==> src/rtl/reset_seq_pkg.sv <==
//------------------------------------------------------------------------------
// Module  : reset_seq_pkg
// Brief   : Shared types, default timing constants and helper functions for
//           the sequenced reset controller.
// Revision: 1.0 - initial release
//------------------------------------------------------------------------------
`default_nettype none

package reset_seq_pkg;

   typedef enum logic [2:0] {
      ST_HOLD  = 3'd0,
      ST_REL   = 3'd1,
      ST_WAIT  = 3'd2,
      ST_GAP   = 3'd3,
      ST_UP    = 3'd4,
      ST_FAIL  = 3'd5,
      ST_DRAIN = 3'd6
   } state_t;

   localparam int DEF_HOLD_CYC = 16;
   localparam int DEF_GAP_CYC  = 8;
   localparam int DEF_TO_CYC   = 1024;

   // One counter serves every timed state, so it is sized for the longest.
   function automatic int cnt_w(input int hold, input int gap, input int to);
      int m;
      m = hold;
      if (gap > m) m = gap;
      if (to > m)  m = to;
      return $clog2(m) + 1;
   endfunction

   function automatic int lowest_set(input logic [15:0] v);
      int r;
      r = 0;
      for (int i = 15; i >= 0; i--) begin
         if (v[i]) r = i;
      end
      return r;
   endfunction

   function automatic int highest_clr(input logic [15:0] v);
      int r;
      r = 0;
      for (int i = 0; i < 16; i++) begin
         if (!v[i]) r = i;
      end
      return r;
   endfunction

endpackage : reset_seq_pkg

`default_nettype wire

==> src/rtl/reset_seq.sv <==
//------------------------------------------------------------------------------
// Module  : reset_seq
// Brief   : Releases N_STG stage resets in order, waiting for each stage to
//           report ready. Optional RESET_SEQ_REVERSE_ASSERT_EN adds an ordered
//           highest-first re-assert (DRAIN) on soft reset.
// Revision: 1.0 - initial release
//------------------------------------------------------------------------------
`default_nettype none

module reset_seq
   import reset_seq_pkg::*;
#(
   parameter int N_STG    = 4,
   parameter int HOLD_CYC = DEF_HOLD_CYC,
   parameter int GAP_CYC  = DEF_GAP_CYC,
   parameter int TO_CYC   = DEF_TO_CYC
) (
   input  logic                                       dclk,
   input  logic                                       areset_n,
   input  logic                                       sw_rst,
   input  logic [N_STG-1:0]                           stg_ready,
   output logic [N_STG-1:0]                           stg_rst,
   output logic                                       all_up,
   output logic                                       busy,
   output logic                                       err,
   output logic [((N_STG > 1) ? $clog2(N_STG) : 1)-1:0] err_stg
);

   localparam int IDX_W = (N_STG > 1) ? $clog2(N_STG) : 1;
   localparam int CNT_W = cnt_w(HOLD_CYC, GAP_CYC, TO_CYC);

   state_t             r_state, w_state_nxt;
   logic [CNT_W-1:0]   r_cnt, w_cnt_nxt;
   logic [IDX_W-1:0]   r_idx, w_idx_nxt;
   logic [N_STG-1:0]   r_rst, w_rst_nxt;
   logic [N_STG-1:0]   r_rdy_q;
   logic               r_all_up, w_all_up_nxt;
   logic               r_busy, w_busy_nxt;
   logic               r_err, w_err_nxt;
   logic [IDX_W-1:0]   r_err_stg, w_err_stg_nxt;
   logic [15:0]        w_fall_pad;
   logic               w_restart;
`ifdef RESET_SEQ_REVERSE_ASSERT_EN
   logic [15:0]        w_rst_pad;
   logic [IDX_W-1:0]   w_hi_idx;
`endif

   always_ff @(posedge dclk or negedge areset_n) begin
      if (!areset_n) begin
         r_state   <= ST_HOLD;
         r_cnt     <= '0;
         r_idx     <= '0;
         r_rst     <= '1;
         r_rdy_q   <= '0;
         r_all_up  <= 1'b0;
         r_busy    <= 1'b1;
         r_err     <= 1'b0;
         r_err_stg <= '0;
      end else begin
         r_state   <= w_state_nxt;
         r_cnt     <= w_cnt_nxt;
         r_idx     <= w_idx_nxt;
         r_rst     <= w_rst_nxt;
         r_rdy_q   <= stg_ready;
         r_all_up  <= w_all_up_nxt;
         r_busy    <= w_busy_nxt;
         r_err     <= w_err_nxt;
         r_err_stg <= w_err_stg_nxt;
      end
   end

   always_comb begin
      w_state_nxt   = r_state;
      w_cnt_nxt     = r_cnt;
      w_idx_nxt     = r_idx;
      w_rst_nxt     = r_rst;
      w_err_nxt     = r_err;
      w_err_stg_nxt = r_err_stg;
      w_restart     = 1'b0;

      w_fall_pad             = '0;
      w_fall_pad[N_STG-1:0]  = r_rdy_q & ~stg_ready;
`ifdef RESET_SEQ_REVERSE_ASSERT_EN
      // Unused upper bits read as "still in reset" so they are never picked.
      w_rst_pad              = '1;
      w_rst_pad[N_STG-1:0]   = r_rst;
      w_hi_idx               = IDX_W'(highest_clr(w_rst_pad));
`endif

      case (r_state)
         ST_HOLD: begin
            if (r_cnt == CNT_W'(HOLD_CYC - 1)) begin
               w_state_nxt = ST_REL;
               w_cnt_nxt   = '0;
            end else begin
               w_cnt_nxt = r_cnt + CNT_W'(1);
            end
         end
         ST_REL: begin
            w_rst_nxt[r_idx] = 1'b0;
            w_cnt_nxt        = '0;
            w_state_nxt      = ST_WAIT;
         end
         ST_WAIT: begin
            if (stg_ready[r_idx]) begin
               w_cnt_nxt   = '0;
               w_state_nxt = (r_idx == IDX_W'(N_STG - 1)) ? ST_UP : ST_GAP;
            end else if (r_cnt == CNT_W'(TO_CYC - 1)) begin
               // The stage that never came up is put back into reset.
               w_state_nxt      = ST_FAIL;
               w_rst_nxt[r_idx] = 1'b1;
               w_err_nxt        = 1'b1;
               w_err_stg_nxt    = r_idx;
            end else begin
               w_cnt_nxt = r_cnt + CNT_W'(1);
            end
         end
         ST_GAP: begin
            if (r_cnt == CNT_W'(GAP_CYC - 1)) begin
               w_idx_nxt   = r_idx + IDX_W'(1);
               w_cnt_nxt   = '0;
               w_state_nxt = ST_REL;
            end else begin
               w_cnt_nxt = r_cnt + CNT_W'(1);
            end
         end
         ST_UP: begin
            if ((|w_fall_pad) && !r_err) begin
               w_err_nxt     = 1'b1;
               w_err_stg_nxt = IDX_W'(lowest_set(w_fall_pad));
            end
         end
         ST_FAIL: begin
         end
`ifdef RESET_SEQ_REVERSE_ASSERT_EN
         ST_DRAIN: begin
            if (r_cnt == CNT_W'(GAP_CYC - 1)) begin
               if (&r_rst) begin
                  w_restart = 1'b1;
               end else begin
                  w_rst_nxt[w_hi_idx] = 1'b1;
                  w_cnt_nxt           = '0;
               end
            end else begin
               w_cnt_nxt = r_cnt + CNT_W'(1);
            end
         end
`endif
         default: begin
            w_restart = 1'b1;
         end
      endcase

`ifdef RESET_SEQ_REVERSE_ASSERT_EN
      if (sw_rst && (r_state != ST_DRAIN)) begin
         if (r_state inside {ST_UP, ST_FAIL, ST_WAIT, ST_GAP}) begin
            w_state_nxt   = ST_DRAIN;
            w_cnt_nxt     = '0;
            w_err_nxt     = 1'b0;
            w_err_stg_nxt = '0;
            w_rst_nxt     = r_rst;
            if (!(&r_rst)) w_rst_nxt[w_hi_idx] = 1'b1;
         end else begin
            w_restart = 1'b1;
         end
      end
`else
      if (sw_rst) w_restart = 1'b1;
`endif

      if (w_restart) begin
         w_state_nxt   = ST_HOLD;
         w_cnt_nxt     = '0;
         w_idx_nxt     = '0;
         w_rst_nxt     = '1;
         w_err_nxt     = 1'b0;
         w_err_stg_nxt = '0;
      end

      w_all_up_nxt = (w_state_nxt == ST_UP);
      w_busy_nxt   = (w_state_nxt inside {ST_HOLD, ST_REL, ST_WAIT, ST_GAP, ST_DRAIN});
   end

   assign stg_rst = r_rst;
   assign all_up  = r_all_up;
   assign busy    = r_busy;
   assign err     = r_err;
   assign err_stg = r_err_stg;

endmodule : reset_seq

`default_nettype wire

==> config.mk <==
export PLATFORM = sky130hd
export DESIGN_NAME = reset_seq
export DESIGN_NICKNAME = d
export VERILOG_FILES = /design/src/rtl/reset_seq_pkg.sv /design/src/rtl/reset_seq.sv
export SDC_FILE = /design/constraint.sdc
export NUM_CORES = 1
export LEC_CHECK = 0
export ABC_AREA = 1
export BUFFER_PORTS_ARGS = -buffer_cell sky130_fd_sc_hd__buf_2
export CORE_MARGIN = 2
export CORE_UTILIZATION = 55
export DETAILED_ROUTE_END_ITERATION = 7
export PLACE_DENSITY = 0.72
export SLEW_MARGIN = 20
export SYNTH_ARGS = -nofsm -noshare
export SYNTH_HDL_FRONTEND = slang
export SYNTH_SLANG_ARGS = --single-unit
==> constraint.sdc <==
create_clock -name dclk -period 3.24 [get_ports dclk]
set_input_delay 0.324 -clock dclk [delete_from_list [all_inputs] [get_ports dclk]]
set_output_delay 0.324 -clock dclk [all_outputs]
set_load 0.005 [all_outputs]
# Yosys cells after proc, flatten, opt, wreduce, memory -nomap -nowiden
# Index checks and enable logic that the tools add are counted.
# classes
addsub,2
n_lt_le_gt_ge,2
n_eq_ne,18
muxes,40
bitwise,5
reduce_logical,17
# ops
cell,n
11-bit two-way mux,5
11-bit case mux with 4 select lines,1
2-bit two-way mux,11
3-bit two-way mux,6
"3-bit by 2-bit == test with 1-bit output, second input constant",4
"3-bit == test, second input constant",4
4-bit two-way mux,3
3-bit case mux with 4 select lines,1
"11-bit by 1-bit adder with 11-bit output, second input constant",1
"11-bit by 10-bit == test with 1-bit output, second input constant",1
"11-bit by 3-bit == test with 1-bit output, second input constant",1
"11-bit by 4-bit == test with 1-bit output, second input constant",1
5-bit nonzero test,2
"3-bit != test, second input constant",3
4-bit AND,2
1-bit two-way mux,8
4-bit NOT,2
4-bit case mux with 2 select lines,1
"3-bit by 1-bit == test with 1-bit output, second input constant",2
3-bit zero test,2
3-bit nonzero test,2
6-bit OR reduction,1
"4-bit != test, second input constant",1
4-bit OR,1
other kinds (15),18
# totals
reg_bits,29
inputBits,7
output_inout_bits,9
elab_cells,93

# Logic depth before layout (Yosys ltp)
# Gate-level depths: netlist of the first run.
# depth
word_depth,9
ltp_mapped,12
mapped_depth_nobuf,12

# Worst setup path before layout of the first run
# No wires, ideal clock.
# synth_timing
path_type,register to register
startpoint,register r_cnt[0]
endpoint,register r_cnt[8]
setup_time_ns,0.117
arrival_time_ns,1.427
t_required_ns,3.123
path_slack_ns,1.696
stages_incl_launch_ff,12
period_less_slack_ns,1.544
path_cell_list,dfrtp_1 ha_1 nand2_1 nor2_4 nand2_1 nor2_2 nand3_2 buf_4 nand3b_1 nand2_1 nand2_1 nor2_1
# synth_between
elab_chain_cells,5
elab_cells_between_ends,12
# synth_rtl
element,line,source
start: declaration,reset_seq.sv:33,"logic [CNT_W-1:0] r_cnt, w_cnt_nxt;"
start signal: assignment,reset_seq.sv:61,r_cnt <= w_cnt_nxt;
11-bit by 1-bit adder with 11-bit output,"reset_seq.sv:96, reset_seq.sv:115, reset_seq.sv:124",
11-bit two-way mux,reset_seq.sv:108,end else if (r_cnt == CNT_W'(TO_CYC - 1)) begin
11-bit two-way mux,reset_seq.sv:105,if (stg_ready[r_idx]) begin
11-bit case mux with 4 select lines,reset_seq.sv:90,case (r_state)
11-bit two-way mux,reset_seq.sv:171,if (w_restart) begin
# Parallel ways exist; a longest one is shown, timed or not. The select of a mux whose other input is x is not followed.
# A chain may end at the register's enable or synchronous reset.

# Worst setup path in the final report of the first run
# layout_timing
startpoint,register r_cnt[0]
endpoint,register r_cnt[10]
# The elaborated chain is that of the path after synthesis.

==> results of run 1 <==
[kinds of logic (layout without fill, tap and decap cells)]
kind of cell	Yosys count	in the layout	synth area share (%)
simple gates	153	153	38.8
flops	29	29	41.3
fa+ha+maj	5	5	3.53
xor+xnor	1	1	0.494
buf+inv	43	63	9.96
compound gates	16	16	5.86
[final cells by class]
cell class	count	share of cell area (%)
timing repair buffer	15	3.83
sequential	29	37.3
multi-input combinational	175	44.0
clock inverter	1	1.53
inverter	40	7.66
clock buffer	7	2.81
tap	44	2.81
[synth_stat cells]
cell	number	area share, %
nand2_2	3	1.1
buf_6	1	0.64
nand3b_1	3	1.3
ha_1	5	3.5
dfstp_2	5	7.4
nor3_4	1	0.92
o21bai_1	1	0.42
nand3_2	1	0.56
o21ai_2	1	0.49
nand2_1	72	15
nor2_2	2	0.71
nand4_1	5	1.8
xor2_1	1	0.49
dfrtp_1	24	34
a21oi_1	3	0.85
inv_1	38	8.1
nor2_4	1	0.64
nor3_2	1	0.56
nor2_1	33	7.0
o211ai_1	1	0.42
nand2_4	1	0.64
a21oi_2	1	0.49
a21oi_4	1	0.92
nand3_1	26	7.3
buf_4	2	0.85
inv_2	2	0.42
o21ai_0	8	2.3
nor3_1	4	1.1
[stage by stage]
step	setup WS, ns	cell area (um^2)	total power, mW	hold WS, ns
after floorplan	1.70	1770	0.408	0.0284
after global placement	1.40	1880	0.426	0.382
after detailed placement	1.36	1880	0.427	0.386
after CTS	1.33	1960	0.741	0.0160
after global routing	1.07	1960	0.768	0.0445
final	1.35	1960	0.731	-0.00378
[registers in the layout, indices dropped and copies added, names as in the netlist]
name and cells:
r_cnt 11, err_stg 2, all_up 1, r_rdy_q 4, r_idx 2, r_state 3
busy 1, err 1, stg_rst 4
[worst paths after layout]
path                                   start    endpoint  depth (start not counted)
worst max register to register      r_cnt[0]   r_cnt[10]                         11
worst min register to register    stg_rst[2]  stg_rst[2]                          2
worst max-delay path                r_cnt[0]   r_cnt[10]                         11
min in group dclk               stg_ready[0]  r_rdy_q[0]                          1
worst min-delay path                areset_n  err_stg[0]                          1
max in group asynchronous           areset_n  r_state[2]                          1
[layer usage]
metal  vias to the layer above  track usage (%)
li1                        807                -
met1                       645             32.6
met2                        37             29.0
met3                         4             6.61
met4                         0             9.01
met5                         -                0
[power groups by stage]
stage          clock, mW  sequential, mW  combinational [mW]
2_1_floorplan          0           0.382              0.0263
3_3_place_gp           0           0.382              0.0446
3_5_place_dp           0           0.382              0.0454
4_1_cts            0.321           0.375              0.0455
6_report           0.312           0.375              0.0446
5_1_grt            0.339           0.376              0.0529
[layout by cell type (no fill, tap or decap), types with 2 or more instances in the layout]
cell type / n
a21oi_1: 3
buf_2: 15
clkbuf_4: 5
dfrtp_1: 24
dfstp_2: 5
ha_1: 5
inv_1: 38
inv_2: 2
nand2_1: 72
nand2_2: 3
nand3_1: 26
nand3b_1: 3
nand4_1: 5
nor2_1: 33
nor2_2: 2
nor3_1: 4
o21ai_0: 8
[worst max-delay path: stages (launching register included)]
cell and delay, ns:
dfrtp_1 0.39, ha_1 0.18, nand2_1 0.10, nor2_4 0.15, nand2_1 0.09, nor2_2 0.15
nand3_2 0.24, nand2_2 0.20, inv_2 0.08, nand2_4 0.10, nand2_1 0.06, nor2_1 0.09
==> results.sh, run 1 <==
export IMPL_status="finished with violations"
export IMPL_violations="hold timing"
export IMPL_crit_path_start_kind="register"
export IMPL_wire_per_inst_um=10.8
export IMPL_grt_max_degree=30
export IMPL_post_cts_resized=0
export IMPL_ys_ff_latch=29
export IMPL_via_per_inst=4.80
export IMPL_grt_ovfl_total=0
export IMPL_core_mm2=0.00305
export IMPL_dr_pass1_iters=4
export IMPL_io_pins=16
export IMPL_finalWeightedCongestion=0.852
export IMPL_post_route_period_util_pct=58.4
export IMPL_hold_ws_ns=-0.00378
export IMPL_fmax_mhz=528
export IMPL_fin_skew_ns=0.00525
export IMPL_rsz0062_at_grt="false"
export IMPL_reg2reg_slack_ns=1.35
export IMPL_internal_power_mw=0.569
export IMPL_power_density_mw_per_mm2=373
export IMPL_multi_input_area_um2=863
export IMPL_worst_pin_slew_ns=0.631
export IMPL_final_cells=311
export IMPL_ir_drop_uv=214
export IMPL_p_seq_share_pct=51.3
export IMPL_wl_um=3350
export IMPL_end_kind="register"
export IMPL_wl_met3_um=173
export IMPL_clock_path_buffers=2
export IMPL_first_iter_violations=87
export IMPL_layout_drive_gt1_share_pct=15.7
export IMPL_drv_slew=0
export IMPL_die_width_um=60.8
export IMPL_syn2layout_area_growth_pct=10.7
export IMPL_fin_nets=278
export IMPL_crit_fanout=12
export IMPL_grt_pass1_vias=1311
export IMPL_n_fill_cell=286
export IMPL_met2WireLength_um=1300
export IMPL_period_needed_ns=1.89
export IMPL_clkLatencyLatePin_ns=0.33
export IMPL_synth_area_mm2=0.00177
export IMPL_cap_violations=0
export IMPL_required_ns=3.52
export IMPL_relSlewSlack_pct=57.9
export IMPL_wl_met1_um=1840
export IMPL_drcViolationCount=0
export IMPL_final_setup_viol_count=0
export IMPL_clockPowerShare_pct=42.6
export IMPL_vias=1493
export IMPL_grt_antenna_before_repair=0
export IMPL_hp_class="input port to asynchronous set/reset pin"
export IMPL_critical_path_class="register to register"
export IMPL_die_h_um=60.8
export IMPL_place_inst=303
export IMPL_yosysWarnings=0
export IMPL_p_leak_nw=1.00
export IMPL_cts_made_buffers=5
export IMPL_comb_power_share_pct=6.1
export IMPL_postSynthAreaPerCell_um2=7.17
export IMPL_fp_row_count=20
export IMPL_fin_util_pct=64.2
export IMPL_seq_area_um2=732
export IMPL_tritoncts="built"
export IMPL_syn_nets=259
export IMPL_postCtsHoldBufs=0
export IMPL_cts_setup_buffers=0
export IMPL_final_setup_tns_ns=0
export IMPL_cts_htree_levels=2
export IMPL_hold_viol_final=6
export IMPL_drtAntennaViolNets=0
export IMPL_syn_inst=247
export IMPL_root_buffer="clkbuf_4"
export IMPL_portBuffers=15
export IMPL_arrival_ns=2.17
export IMPL_start_util_pct=58.0
export IMPL_top_layer_used="met4"
export IMPL_grt_use_total_pct=21.8
export IMPL_hpwl_um=2470
export IMPL_clkTransAtPathRegs_ns=0.09
export IMPL_yosysSeqAreaShare_pct=41.3
export IMPL_synth_distinct_cells=28
export IMPL_clock_sinks=29
export IMPL_grt_pass1_wl_um=5860
export IMPL_die_area_mm2=0.00369
export IMPL_num_antenna_cells=0
export IMPL_p_sw_share_pct=22.3
export IMPL_power_switching_mw=0.163
(Power assumes the default switching activity.)
==> run 2, diff against run 1 <==
==> constraint.sdc (replaced) <==
create_clock -name dclk -period 1.9 [get_ports dclk]
set_input_delay 0.19 -clock dclk [delete_from_list [all_inputs] [get_ports dclk]]
set_output_delay 0.19 -clock dclk [all_outputs]
set_load 0.005 [all_outputs]
==> results.sh, run 2 (synthesis gave the netlist of run 1 again) <==
export IMPL_status="finished clean"
export IMPL_reg2reg_slack_ns=0.17
export IMPL_clkTransAtPathRegs_ns=0.09
export IMPL_clock_path_buffers=2
export IMPL_post_cts_resized=0
export IMPL_first_iter_violations=59
export IMPL_vias=1502
export IMPL_num_antenna_cells=0
export IMPL_die_h_um=60.8
export IMPL_r2r_end="r_cnt[10]"
export IMPL_die_width_um=60.8
export IMPL_crit_fanout=6
export IMPL_hp_class="input port to register"
export IMPL_tritoncts="built"
export IMPL_clock_sinks=29
export IMPL_power_density_mw_per_mm2=574
export IMPL_p_seq_share_pct=55.5
export IMPL_grt_ovfl_total=0
export IMPL_finalWeightedCongestion=0.854
export IMPL_cts_setup_buffers=0
export IMPL_fin_skew_ns=0.00862
export IMPL_top_register="r_cnt"
export IMPL_cts_htree_levels=2
export IMPL_portBuffers=15
export IMPL_period_needed_ns=1.73
export IMPL_postCtsHoldBufs=5
export IMPL_cts_made_buffers=5
export IMPL_wire_per_inst_um=10.8
export IMPL_internal_power_mw=0.878
export IMPL_post_route_period_util_pct=91.2
export IMPL_grt_max_degree=30
export IMPL_worst_pin_slew_ns=0.612
export IMPL_drv_slew=0
export IMPL_drtAntennaViolNets=0
export IMPL_critical_path_class="register to register"
export IMPL_hpwl_um=2600
export IMPL_n_fill_cell=298
export IMPL_drcViolationCount=0
export IMPL_die_area_mm2=0.00369
export IMPL_place_ws_ns=0.203
export IMPL_setup_ws_ns=0.167
export IMPL_fin_nets=285
export IMPL_core_mm2=0.00305
export IMPL_root_buffer="clkbuf_4"
export IMPL_dr_pass1_iters=4
export IMPL_p_sw_share_pct=23.9
export IMPL_relSlewSlack_pct=59.2
export IMPL_grt_pass1_vias=1337
export IMPL_start_util_pct=58.0
export IMPL_grt_antenna_before_repair=0
export IMPL_io_pins=16
export IMPL_required_ns=2.17
export IMPL_crit_path_start_kind="register"
export IMPL_arrival_ns=2.00
export IMPL_grt_pass1_wl_um=5950
export IMPL_comb_power_share_pct=7.4
export IMPL_cap_violations=0
export IMPL_wl_um=3440
export IMPL_p_total_mw=1.15
export IMPL_ir_drop_uv=497
export IMPL_end_kind="register"
export IMPL_layout_drive_gt1_share_pct=16.4
export IMPL_rr_worst_depth=11
export IMPL_power_switching_mw=0.276
export IMPL_fp_row_count=20
export IMPL_via_per_inst=4.72
export IMPL_clkLatencyLatePin_ns=0.34
export IMPL_final_cell_mix="72 x nand2_1, 38 x inv_1, 33 x nor2_1, 26 x nand3_1, 24 x dfrtp_1"
export IMPL_rsz0062_at_grt="false"
export IMPL_p_leak_nw=1.03
export IMPL_final_setup_viol_count=0
export IMPL_final_common_cell="nand2_1"
export IMPL_cp_startpoint="r_cnt[0]"
export IMPL_syn2layout_area_growth_pct=13.5
export IMPL_fmax_mhz=577
export IMPL_r2r_start="r_cnt[0]"
export IMPL_hold_ws_ns=0.157
export IMPL_final_setup_tns_ns=0
export IMPL_largest_reg_flops=11
export IMPL_cp_endpoint="r_cnt[10]"
export IMPL_hold_viol_final=0
export IMPL_hold_depth=4
export IMPL_grt_use_total_pct=22.4
export IMPL_clockPowerShare_pct=37.1
[run 2: cell count changes in the layout (fill, tap and decap cells not counted)]
cell,delta
dlygate4sd3_1,+5
buf_4,+2
bufinv_16,-1
clkbuf_1,-1
clkbuf_8,+1
clkinv_2,+1
[run 2: through the flow]
stage / cell area [um^2] / cells / util, %
floorplan: 1770 / 247 / -
global placement: 1890 / 305 / 61.9
detailed placement: 1890 / 305 / 61.9
CTS: 2010 / 318 / 65.9
global route: 2010 / 318 / 65.9
finish: 2010 / 318 / 65.9
[run 2: per-layer routing]
metal  up-vias  track usage (%)  wire (um)
li1        817                -          -
met1       659             33.9       1890
met2        19             30.1       1360
met3         7             4.48        114
met4         0             11.2         76
met5         -                0          0
[run 2: critical path, stage by stage (launching register included)]
cell,delay (ns)
dfrtp_1,0.40
ha_1,0.18
nand2_1,0.10
nor2_4,0.15
nand2_1,0.10
nor2_2,0.14
nand3_2,0.11
nand2_2,0.14
inv_2,0.08
nand2_4,0.11
nand2_1,0.06
nor2_1,0.09
[run 2: worst min-delay path by stage]
stage	from	end	slack, ns
3_3_place_gp	areset_n	err_stg[1]	0.24
4_1_cts	sw_rst	r_state[1]	0.16
5_1_grt	sw_rst	r_state[1]	0.17
2_1_floorplan	areset_n	all_up	-0.11
3_5_place_dp	areset_n	err_stg[0]	0.23
6_report	sw_rst	r_state[1]	0.16
[run 2: layout make-up]
| cell class | instances | area, um^2 | area share [%] |
|---|---|---|---|
| Multi-Input combinational cell | 175 | 863 | 42.9 |
| Sequential cell | 29 | 732 | 36.4 |
| Clock buffer | 7 | 65.1 | 3.24 |
| Tap cell | 44 | 55.1 | 2.74 |
| Inverter | 40 | 150 | 7.47 |
| Timing Repair Buffer | 22 | 140 | 6.97 |
| Clock inverter | 1 | 5.00 | 0.249 |
[run 2: power groups by stage]
stage / clock network, mW / logic (mW) / registers [mW]
4_1_cts: 0.432 / 0.0860 / 0.640
2_1_floorplan: 0 / 0.0449 / 0.651
3_5_place_dp: 0 / 0.0779 / 0.652
5_1_grt: 0.464 / 0.101 / 0.642
3_3_place_gp: 0 / 0.0781 / 0.651
6_report: 0.428 / 0.0856 / 0.640
==> run 3, diff against run 2 <==
--- a/config.mk
+++ b/config.mk
@@ -5,12 +5,12 @@
 export SDC_FILE = /design/constraint.sdc
 export NUM_CORES = 1
 export LEC_CHECK = 0
-export ABC_AREA = 1
 export BUFFER_PORTS_ARGS = -buffer_cell sky130_fd_sc_hd__buf_2
 export CORE_MARGIN = 2
 export CORE_UTILIZATION = 55
 export DETAILED_ROUTE_END_ITERATION = 7
 export PLACE_DENSITY = 0.72
+export REMOVE_ABC_BUFFERS = 1
 export SLEW_MARGIN = 20
 export SYNTH_ARGS = -nofsm -noshare
 export SYNTH_HDL_FRONTEND = slang
==> results.sh, run 3 <==
export IMPL_die_area_mm2=0.00356
export IMPL_worst_pin_slew_ns=0.634
export IMPL_clkTransAtPathRegs_ns=0.09
export IMPL_hpwl_um=2960
export IMPL_wl_um=4280
export IMPL_hp_class="input port to register"
export IMPL_synth_top_flop_cell="dfrtp_1"
export IMPL_placed_area_mm2=0.00202
export IMPL_fmax_mhz=519
export IMPL_grt_pass1_vias=1562
export IMPL_p_leak_nw=1.01
export IMPL_multi_input_area_mm2=0.00101
export IMPL_rr_worst_depth=5
export IMPL_io_pins=16
export IMPL_die_h_um=59.7
export IMPL_die_width_um=59.7
export IMPL_ys_ff_latch=29
export IMPL_worst_path_stages=5
export IMPL_relSlewSlack_pct=57.8
export IMPL_num_antenna_cells=0
export IMPL_fin_nets=238
export IMPL_drv_slew=0
export IMPL_synth_area_mm2=0.00171
export IMPL_place_ws_ns=-0.119
export IMPL_hold_depth=2
export IMPL_fin_area_mm2=0.00229
export IMPL_portBuffers=15
export IMPL_fin_skew_ns=0.00345
export IMPL_final_setup_viol_count=4
export IMPL_synthMostInstantiatedCell="dfrtp_1"
export IMPL_start_util_pct=56.8
export IMPL_synth_top_cells_by_area="dfrtp_1 35%, dfstp_2 7.7%, nand2_1 3.7%, ha_1 3.7%, o31ai_2 2.9%"
export IMPL_syn_inst=170
export IMPL_crit_path_start_kind="register"
export IMPL_arrival_ns=2.16
export IMPL_dr_pass1_iters=4
export IMPL_grt_ovfl_total=0
export IMPL_vias=1559
export IMPL_drtAntennaViolNets=0
export IMPL_async_flop_share_pct=100
export IMPL_layout_drive_gt1_share_pct=40.5
export IMPL_synth_top_area_share_pct=35.2
export IMPL_yosysTopAreaCell="dfrtp_1"
export IMPL_final_common_cell="buf_4"
export IMPL_root_buffer="clkbuf_4"
export IMPL_core_mm2=0.00300
export IMPL_place_inst=242
export IMPL_grt_use_total_pct=25.6
export IMPL_violations="setup timing"
export IMPL_syn2layout_area_growth_pct=34.2
export IMPL_clock_sinks=29
export IMPL_fp_row_count=20
export IMPL_cap_violations=0
export IMPL_first_iter_violations=93
export IMPL_seq_area_um2=732
export IMPL_post_route_period_util_pct=101
export IMPL_n_fill_cell=211
export IMPL_rsz0062_at_grt="true"
export IMPL_wire_per_inst_um=16.5
export IMPL_hold_viol_final=0
export IMPL_end_kind="register"
export IMPL_crit_family="compound AO/OA/AOI/OAI gates"
export IMPL_hold_ws_ns=0.0886
export IMPL_slowest_delay_ns=0.59
export IMPL_grt_pass1_wl_um=6730
export IMPL_grt_max_degree=30
export IMPL_crit_fanout=7
export IMPL_synth_common_cells="24 x dfrtp_1, 17 x nand2_1, 12 x nor2_1, 9 x a21oi_1, 9 x nand3_1"
export IMPL_ir_drop_uv=277
export IMPL_top_register="r_cnt"
export IMPL_crit_slowest_cell="mux4_2"
export IMPL_cts_htree_levels=2
export IMPL_clkLatencyLatePin_ns=0.33
export IMPL_largest_reg_flops=11
export IMPL_synth_edf_count=0
export IMPL_period_needed_ns=1.93
export IMPL_path_cells="mux4_2, a221oi_2, a41o_4, nand3b_4, o41ai_2"
export IMPL_grt_antenna_before_repair=0
export IMPL_critical_path_class="register to register"
export IMPL_cts_made_buffers=5
export IMPL_tritoncts="built"
export IMPL_clock_path_buffers=2
export IMPL_finalWeightedCongestion=0.893
export IMPL_final_cell_mix="32 x buf_4, 24 x dfrtp_1, 17 x nand2_1, 15 x buf_2, 12 x nor2_1"
export IMPL_crit_buf_inv=0
export IMPL_power_density_mw_per_mm2=502
export IMPL_setup_ws_ns=-0.0276
export IMPL_drcViolationCount=0
export IMPL_yosysWarnings=0
export IMPL_synth_distinct_cells=48
export IMPL_yosysSeqAreaShare_pct=42.9
export IMPL_final_cells=260
export IMPL_via_per_inst=6.00
export IMPL_required_ns=2.13
export IMPL_fin_util_pct=76.2
export IMPL_postSynthAreaPerCell_um2=10.0
export IMPL_status="finished with violations"
run 3: cell types whose count changed after synthesis, moves of 5 or more:
cell	change
a21oi_1	+6
a22oi_1	+5
inv_1	-32
nand2_1	-55
nand3_1	-17
nor2_1	-21
nor2b_1	+7
o21ai_0	-8
o21ai_1	+5
run 3: per-layer routing:
layer | global-route usage, % | vias to the layer above | routed length [um]
li1 | - | 740 | -
met3 | 4.76 | 13 | 173
met2 | 45.5 | 37 | 2310
met1 | 28.5 | 769 | 1670
met5 | 0 | - | 0
met4 | 14.3 | 0 | 127
run 3: final timing paths:
kind                              start          to  slack (ns)
setup / recovery               r_idx[0]   r_cnt[10]       -0.03
hold / removal             stg_ready[3]  r_rdy_q[3]        0.09
setup reg to reg               r_idx[0]   r_cnt[10]       -0.03
hold reg to reg              err_stg[0]  err_stg[0]        0.52
max in group asynchronous      areset_n  r_state[2]        1.08
min in group asynchronous      areset_n    r_cnt[6]        0.41
run 3: final cells by class:
| class | count | share of cell area, % |
|---|---|---|
| inverters | 6 | 0.984 |
| flip-flops and latches | 29 | 32.0 |
| multi-input cells | 128 | 44.3 |
| well taps | 33 | 1.80 |
| clock buffers | 8 | 2.57 |
| repair buffers | 56 | 18.4 |
run 3: repair_timing:
action,in CTS,in global routing
endpoints found under the setup margin,14,16
gates resized for setup,6,16
buffers inserted,2,4
hold buffers,4,0
endpoints found under the hold margin,27,0
pin swaps,3,8
run 3: worst reg2reg max path, stage by stage, from the launching register on:
cell and delay (ns):
dfrtp_1 0.38, mux4_2 0.60, a221oi_2 0.29, a41o_4 0.20, nand3b_4 0.15, o41ai_2 0.22
run 3: stage by stage:
stage | power (mW) | setup TNS, ns
floorplan | 0.689 | -0.577
global placement | 0.739 | -0.234
detailed placement | 0.743 | -0.903
CTS | 1.15 | -0.0286
global route | 1.19 | -0.586
finish | 1.15 | -0.0546
run 3: cells by family (layout without fill, tap and decap cells):
group                    Yosys count  after routing  synth area share [%]
adder cells (fa/ha/maj)            5              5                  3.67
XOR/XNOR                           1              1                 0.514
multiplexers                       7              7                  5.06
buffers and inverters             13             70                  3.89
flip-flops                        29             29                  42.9
AO/OA/AOI/OAI                     43             43                  20.5
AND/OR/NAND/NOR                   72             72                  23.5
run 3: where the power goes:
part	switching, mW	internal [mW]
Combinational	0.0632	0.0526
Sequential	0.00631	0.629
Clock	0.214	0.182
Total	0.284	0.864
